===== src/rtl/vp_recovery_ctrl.sv =====
// Value-prediction recovery controller: opens a verification window per prediction and, on a
// mispredict or verdict timeout, sequences flush, fetch redirect and drain before releasing the predictor.
`timescale 1ns/1ps
module vp_recovery_ctrl #(
  parameter int ADDR_WIDTH    = 32,
  parameter int FLUSH_CYCLES  = 2,
  parameter int CHECK_TIMEOUT = 64,
  parameter int CNT_WIDTH     = 16
) (
  input  logic                  clk,
  input  logic                  rst_n,
  input  logic                  vp_out_valid,
  input  logic [ADDR_WIDTH-1:0] vp_pc,
  input  logic                  vp_done,
  input  logic                  recover,
  output logic                  recover_en,
  output logic                  recovery_done,
  output logic                  flush,
  output logic                  redirect_valid,
  output logic [ADDR_WIDTH-1:0] redirect_pc,
  input  logic                  redirect_ready,
  input  logic                  pipe_empty,
  output logic                  busy,
  output logic [CNT_WIDTH-1:0]  correct_count,
  output logic [CNT_WIDTH-1:0]  mispredict_count
);

  localparam int TMR_W = (CHECK_TIMEOUT > 1) ? $clog2(CHECK_TIMEOUT) : 1;
  localparam logic [TMR_W-1:0] TMR_LAST   = TMR_W'(CHECK_TIMEOUT - 1);
  localparam logic [3:0]       FLUSH_LOAD = 4'(FLUSH_CYCLES - 1);

  typedef enum logic [2:0] {
    ST_IDLE     = 3'd0,
    ST_CHECK    = 3'd1,
    ST_FLUSH    = 3'd2,
    ST_REDIRECT = 3'd3,
    ST_DRAIN    = 3'd4,
    ST_DONE     = 3'd5
  } state_t;

  state_t                state_q, state_d;
  logic [ADDR_WIDTH-1:0] pc_q, pc_d;
  logic [TMR_W-1:0]      tmr_q, tmr_d;
  logic [3:0]            fcnt_q, fcnt_d;
  logic [CNT_WIDTH-1:0]  corr_q, corr_d;
  logic [CNT_WIDTH-1:0]  misp_q, misp_d;

  function automatic logic [CNT_WIDTH-1:0] sat_inc(input logic [CNT_WIDTH-1:0] v);
    if (&v) begin
      return v;
    end else begin
      return v + {{(CNT_WIDTH-1){1'b0}}, 1'b1};
    end
  endfunction

  // State, captured PC, timers and statistics registers
  always_ff @(posedge clk or negedge rst_n) begin
    if (!rst_n) begin
      state_q <= ST_IDLE;
      pc_q    <= {ADDR_WIDTH{1'b0}};
      tmr_q   <= {TMR_W{1'b0}};
      fcnt_q  <= 4'd0;
      corr_q  <= {CNT_WIDTH{1'b0}};
      misp_q  <= {CNT_WIDTH{1'b0}};
    end else begin
      state_q <= state_d;
      pc_q    <= pc_d;
      tmr_q   <= tmr_d;
      fcnt_q  <= fcnt_d;
      corr_q  <= corr_d;
      misp_q  <= misp_d;
    end
  end

  // Next-state and counter update logic
  always_comb begin
    state_d = state_q;
    pc_d    = pc_q;
    tmr_d   = tmr_q;
    fcnt_d  = fcnt_q;
    corr_d  = corr_q;
    misp_d  = misp_q;
    case (state_q)
      ST_IDLE: begin
        if (vp_out_valid) begin
          pc_d    = vp_pc;
          tmr_d   = {TMR_W{1'b0}};
          state_d = ST_CHECK;
        end else begin
          state_d = ST_IDLE;
        end
      end
      ST_CHECK: begin
        tmr_d = tmr_q + {{(TMR_W-1){1'b0}}, 1'b1};
        // A mispredict outranks a simultaneous confirm; the timeout forces the same path
        if (recover || (!vp_done && (tmr_q == TMR_LAST))) begin
          misp_d  = sat_inc(misp_q);
          fcnt_d  = FLUSH_LOAD;
          state_d = ST_FLUSH;
        end else if (vp_done) begin
          corr_d  = sat_inc(corr_q);
          state_d = ST_IDLE;
        end else begin
          state_d = ST_CHECK;
        end
      end
      ST_FLUSH: begin
        if (fcnt_q == 4'd0) begin
          state_d = ST_REDIRECT;
        end else begin
          fcnt_d  = fcnt_q - 4'd1;
          state_d = ST_FLUSH;
        end
      end
      ST_REDIRECT: begin
        if (redirect_ready) begin
          state_d = ST_DRAIN;
        end else begin
          state_d = ST_REDIRECT;
        end
      end
      ST_DRAIN: begin
        if (pipe_empty) begin
          state_d = ST_DONE;
        end else begin
          state_d = ST_DRAIN;
        end
      end
      ST_DONE: begin
        state_d = ST_IDLE;
      end
      default: begin
        state_d = ST_IDLE;
      end
    endcase
  end

  assign recover_en       = (state_q == ST_CHECK);
  assign flush            = (state_q == ST_FLUSH);
  assign redirect_valid   = (state_q == ST_REDIRECT);
  assign recovery_done    = (state_q == ST_DONE);
  assign busy             = (state_q != ST_IDLE);
  assign redirect_pc      = pc_q;
  assign correct_count    = corr_q;
  assign mispredict_count = misp_q;

endmodule


===== config.mk =====
export PLATFORM = sky130hd
export DESIGN_NAME = vp_recovery_ctrl
export DESIGN_NICKNAME = d
export VERILOG_FILES = /design/src/rtl/vp_recovery_ctrl.sv
export SDC_FILE = /design/constraint.sdc
export NUM_CORES = 1
export LEC_CHECK = 0
export ABC_AREA = 1
export CAP_MARGIN = 30
export CORE_MARGIN = 2
export CORE_UTILIZATION = 52
export CTS_BUF_LIST = sky130_fd_sc_hd__clkbuf_8
export DETAILED_ROUTE_END_ITERATION = 10
export GPL_TIMING_DRIVEN = 0
export PLACE_DENSITY = 0.84
export SLEW_MARGIN = 15
export SYNTH_ARGS = -nofsm -noshare
export SYNTH_HDL_FRONTEND = slang
export SYNTH_SLANG_ARGS = --single-unit

===== constraint.sdc =====
create_clock -name clk -period 3 [get_ports clk]
set_clock_uncertainty 0.05 [all_clocks]
set_input_delay 0.6 -clock clk [delete_from_list [all_inputs] [get_ports clk]]
set_output_delay 0.6 -clock clk [all_outputs]
set_load 0.01 [all_outputs]

==> flow_summary.toml, run 1 <==
[clock_network]
worstSkewPairLatency_ps = 340
cts_buffers = 9
cts_sinks = 77
htree_levels = 3
clk_pin_slew_ps = 80
post_cts_buffers = 0
tritoncts = "built"
postCtsHoldBufs = 0
root_buffer = "clkbuf_8"
clockBufferDepth = 2
cts_resized = 0

[synthesis]
synth-seq-cells = 77
synthAdderAreaFrac_pct = 1.25
syn-instance-count = 466
async_flop_share_pct = 100
yosysWarnings = 0
synth_edf_count = 0
yosysSeqAreaShare_pct = 48.3
synth_area_leader_cell = "dfrtp_1"
synth-simple-area-share_pct = 29.4
ys_types = 29
muxShareOfSynthArea_pct = 9.03
synth_most_common_cell = "nand2_1"
syn-num-nets = 509
ys.flop_type = "dfrtp_1"
synthTopCellsByArea = "dfrtp_1 48%, nand2_1 16%, mux2_2 8.5%, nand3_1 3.8%, inv_1 3.5%"
synth_top_family_by_area = "simple AND/OR/NAND/NOR gates"
synth_area_per_cell_um2 = 8.56
synth_top_area_share_pct = 48.3
ys_top_cells_by_count = "170 x nand2_1, 77 x dfrtp_1, 37 x inv_1"
synth_compound_area_share_pct = 2.54
synth_area_um2 = 3990
yosys.area_share.xor_xnor_pct = 3.29

[floorplan]
fp.dieH_um = 91.6
std_cell_rows = 31
die_w_um = 91.6
pin_count = 108
start_util_pct = 54.4
core_area_um2 = 7330
die_area_um2 = 8390

[sta]
final.setup.worst_slack_ps = 562
slew_headroom_pct = 76.5
grt_setup_unrepaired = "false"
whs_ps = 108
min_period_ps = 2440
clock.fmax_ghz = 0.410
fin_crit_sh_pct = 81.3
finalHoldViolCount = 0
final-setup-viol-count = 0
fin_tns_setup_ps = 0
tightest_slew_ps = 350
drv_slew = 0

[final_layout]
nets = 628
num_antenna_cells = 0
area_growth_syn_to_layout_pct = 36.8
drive_gt1_share_pct = 13.4
fin_util_pct = 74.4
fin_cells = 689
multi_input_area_um2 = 1820
n_fill_cell = 498
ff_latch_area_um2 = 1930

[worst_setup_path]
crit_fanout = 3
cp.arrival_ps = 1790
cpPeakStageDelay_ps = 610
worstSetupPathType = "reg2out"
required_ps = 2350
crit_chain = "inv_1, nor3_1, clkdlybuf4s50_1"
start_kind = "flip-flop"
critPathBufInv = 2
slowest_stage = "clkdlybuf4s50_1"
cp_top_family = "buffers and inverters"
crit_path_end_kind = "primary output"

[global_routing]
grt_first_pass_wirelength_um = 14900
track_usage_pct = 21.8
antenna_found_initial = 0
gr-total-overflow = 0
grt_max_degree = 54
grt_pass1_vias = 3278

[route]
wl_per_cell_um = 12.8
num_vias = 3451
dr.pass1.iters = 5
drcViolationCount = 0
wirelength_um = 8800
vias_per_cell = 5.01
drtIter0Drc = 120
ant_nets = 0

[power]
switching_share_pct = 32.5
seq_power_share_pct = 37.1
combinationalPowerShare_pct = 40.7
internal-power_uw = 2880
powerDensity_nw_per_um2 = 781
p_leak_uw = 0.00247
clkPwrFrac_pct = 22.3
ir_drop_uv = 498
p_sw_uw = 1380

[worst_hold_path]
hold_path_class = "in2async"

[run_status]
status = "finished clean"

[placement]
dp.cells = 673
io_buffers = 107
hpwl_um = 6580
place_ws_ps = 906
gp_congestion = 0.858

[job]
drv_cap = 0
power groups by stage:
stage               Clock (µW)  Combinational (µW)  Sequential [µW]
detailed placement           0                1750             1600
finish                     949                1730             1580
CTS                        967                1750             1580
global placement             0                1690             1570
global route              1000                1890             1630
floorplan                    0                 789             1690
flip-flops by register name, indices dropped and copies added (netlist names):
| register | flops |
|---|---|
| correct_count | 16 |
| state_q | 3 |
| redirect_pc | 32 |
| tmr_q | 6 |
| fcnt_q | 4 |
| mispredict_count | 16 |
cells in the final DEF, fill, tap and decap left out, types with 2 or more instances in the layout:
master and n:
nand2_1 170, nor2_1 36, ha_1 4, bufinv_16 3, xnor2_1 9, mux2_1 2
nand3_1 30, buf_6 6, nor2_2 5, nand2_2 4, dfrtp_1 77, inv_2 3
clkbuf_8 9, xor2_1 6, nor3_1 2, inv_1 37, buf_4 3, nand4_1 11
mux2_2 30, nand3_2 3, clkdlybuf4s50_1 106, nand3_4 2, o21ai_0 18, clkinv_4 3
metal layers:
metal / wire, µm / GRT usage, %
met5: 0 / 0
met4: 48 / 7.07
met3: 591 / 4.65
met2: 4240 / 36.8
met1: 3920 / 27.8
cell type report:
class                      count  share of cell area [%]
sequential                    77                    35.3
multi-input combinational    339                    33.3
timing repair buffer         108                    20.1
inverter                      41                    2.91
clock buffer                   9                    2.27
clock inverter                 7                    2.27
tap                           99                    2.27
buffer                         9                    1.61
worst paths after layout:
check                                       to  depth (start not counted)           startpoint  slack (ps)
setup / recovery                redirect_valid                          3           state_q[0]         560
hold / removal             mispredict_count[7]                          1                rst_n         110
setup reg to reg           mispredict_count[8]                         10  mispredict_count[0]        1200
hold reg to reg                redirect_pc[20]                          1      redirect_pc[20]         440
max in group asynchronous      redirect_pc[24]                          2                rst_n        2230
min in group clk               redirect_pc[20]                          1      redirect_pc[20]         440
per-stage QoR:
step                total power (µW)  area [µm²]
floorplan                       2480        3990
global placement                3260        5180
detailed placement              3340        5210
CTS                             4300        5460
global route                    4520        5460
finish                          4260        5460
kinds of logic (layout without fill, tap and decap cells):
| family | Yosys count | count (layout) |
|---|---|---|
| and+or+nand+nor | 268 | 268 |
| DFF | 77 | 77 |
| buffers and inverters | 50 | 174 |
| muxes | 32 | 32 |
| AOI/OAI and AO/OA | 20 | 20 |
| xor gates and xnor gates | 15 | 15 |
| adders and majority gates | 4 | 4 |
Note: power is estimated with default switching activity, not from simulation.
==> inputs of run 2 (changes only) <==
--- a/config.mk
+++ b/config.mk
@@ -8,11 +8,11 @@
 export ABC_AREA = 1
 export CAP_MARGIN = 30
 export CORE_MARGIN = 2
-export CORE_UTILIZATION = 52
+export CORE_UTILIZATION = 45
 export CTS_BUF_LIST = sky130_fd_sc_hd__clkbuf_8
 export DETAILED_ROUTE_END_ITERATION = 10
 export GPL_TIMING_DRIVEN = 0
-export PLACE_DENSITY = 0.84
+export PLACE_DENSITY = 0.77
 export SLEW_MARGIN = 15
 export SYNTH_ARGS = -nofsm -noshare
 export SYNTH_HDL_FRONTEND = slang
==> constraint.sdc (replaced) <==
create_clock -name clk -period 2.2 [get_ports clk]
set_clock_uncertainty 0.05 [all_clocks]
set_input_delay 0.44 -clock clk [delete_from_list [all_inputs] [get_ports clk]]
set_output_delay 0.44 -clock clk [all_outputs]
set_load 0.01 [all_outputs]
==> flow_summary.toml, run 2 (same netlist as run 1, synthesis figures left out) <==
[floorplan]
start_util_pct = 46.0
fp.dieH_um = 98.2
die_w_um = 98.2
std_cell_rows = 34
pin_count = 108
die_area_um2 = 9630
core_area_um2 = 8680

[worst_setup_path]
start_kind = "flip-flop"
slowest_stage = "clkdlybuf4s50_1"
cp.arrival_ps = 1560
worstSetupPathType = "reg2out"
r2r_start = "mispredict_count[0]"
worstReg2RegEnd = "mispredict_count[7]"
required_ps = 1710
crit_path_start = "state_q[0]"
reg2reg_slack_ps = 390
r2r_cells = 10
crit_path_end_kind = "primary output"
crit_fanout = 3
cpPeakStageDelay_ps = 480
endpoint = "busy"
crit_chain = "buf_4, nor2_2, nand2_1, clkdlybuf4s50_1"

[clock_network]
root_buffer = "clkbuf_8"
clk_pin_slew_ps = 90
tritoncts = "built"
cts_buffers = 9
cts_sinks = 77
htree_levels = 3
worstSkewPairLatency_ps = 340
clockBufferDepth = 2

[global_routing]
grt_first_pass_wirelength_um = 15700
track_usage_pct = 19.8
antenna_found_initial = 0
grt_pass1_vias = 3331
grt_max_degree = 49
gr-total-overflow = 0

[final_layout]
drive_gt1_share_pct = 14.3
area_growth_syn_to_layout_pct = 38.1
layout_commonest_cell = "nand2_1"
multi_input_area_um2 = 1830
layout_common_cells = "170 x nand2_1, 102 x clkdlybuf4s50_1, 76 x dfrtp_1, 36 x inv_1, 36 x nor2_1"
nets = 631
num_antenna_cells = 0
final_cell_area_um2 = 5510
ff_latch_area_um2 = 1930
largest_reg_flops = 32
n_fill_cell = 742

[power]
powerDensity_nw_per_um2 = 1050
seq_power_share_pct = 37.0
combinationalPowerShare_pct = 41.7
clkPwrFrac_pct = 21.2
ir_drop_uv = 565
p_sw_uw = 1900
switching_share_pct = 33.0
p_leak_uw = 0.00255
internal-power_uw = 3870

[placement]
hpwl_um = 6820
gp_congestion = 0.866
dpl-instance-area_um2 = 5220
io_buffers = 107

[sta]
final-setup-viol-count = 0
clock.fmax_ghz = 0.487
grt_setup_unrepaired = "false"
fin_tns_setup_ps = 0
min_period_ps = 2050
drv_slew = 0
finalHoldViolCount = 0
slew_headroom_pct = 72.0
tightest_slew_ps = 420
fin_crit_sh_pct = 93.3

[route]
vias_per_cell = 4.90
drtIter0Drc = 129
drcViolationCount = 0
dr.pass1.iters = 4
num_vias = 3436
wirelength_um = 9070
wl_per_cell_um = 12.9
ant_nets = 0

[run_status]
status = "finished clean"

[job]
drv_cap = 0

[worst_hold_path]
hold_path_class = "reg2reg"
-- run 2: repair_timing --
| action | CTS | global route |
|---|---|---|
| hold endpoints to repair | 29 | 0 |
| hold buffers | 1 | 0 |
| gates resized for setup | 4 | 6 |
| buffers inserted | 2 | 0 |
| endpoints found under the setup margin | 3 | 4 |
| pin swaps | 1 | 0 |
-- run 2: worst min path at each step --
stage                     from  depth (start not counted)  slack (ps)               end
6_report       redirect_pc[20]                          1         450   redirect_pc[20]
5_1_grt        redirect_pc[30]                          1         460   redirect_pc[30]
4_1_cts        redirect_pc[20]                          1         460   redirect_pc[20]
3_5_place_dp             rst_n                          1         360   redirect_pc[21]
3_3_place_gp         fcnt_q[1]                          2         420         fcnt_q[1]
2_1_floorplan            rst_n                          0          90  correct_count[0]
-- run 2: area by class of cell --
type | count | area share [%]
multi-input combinational | 339 | 33.3
inverter | 41 | 2.93
clock buffer | 10 | 2.50
buffer | 9 | 1.59
sequential | 77 | 35.0
timing repair buffer | 111 | 20.5
clock inverter | 6 | 1.70
tap | 108 | 2.45
-- run 2: power by group through the flow --
stage	registers, µW	clock network [µW]	logic (µW)
after floorplan	2300	0	1080
after global placement	2140	0	2310
after detailed placement	2170	0	2380
after CTS	2130	1260	2440
after global routing	2210	1330	2650
final	2140	1230	2410
-- run 2: worst max-delay path, delay by kind of cell (launching register included) --
kind | cells | cell delay [ps]
buffers and inverters | 2 | 630
flip-flops | 1 | 390
AND/OR/NAND/NOR | 2 | 200
-- run 2: layer usage --
layer | vias to the layer above | track usage [%] | wire length [µm]
met5 | - | 0 | 0
met4 | 0 | 5.37 | 88
met3 | 7 | 3.58 | 377
met2 | 87 | 32.9 | 4260
met1 | 1608 | 26.8 | 4350
li1 | 1734 | - | -
-- run 2: metrics by stage --
| step | util (%) | hold WS [ps] | cells | total power, µW | setup slack (ps) |
|---|---|---|---|---|---|
| 5_1_grt | 63.5 | 463 | 701 | 6190 | 29.2 |
| 3_5_place_dp | 60.1 | 355 | 682 | 4550 | 277 |
| 6_report | 63.5 | 449 | 701 | 5770 | 147 |
| 4_1_cts | 63.2 | 457 | 701 | 5840 | 31.8 |
| 2_1_floorplan | - | 94.4 | 466 | 3380 | 569 |
| 3_3_place_gp | 59.9 | 422 | 681 | 4450 | -2060 |
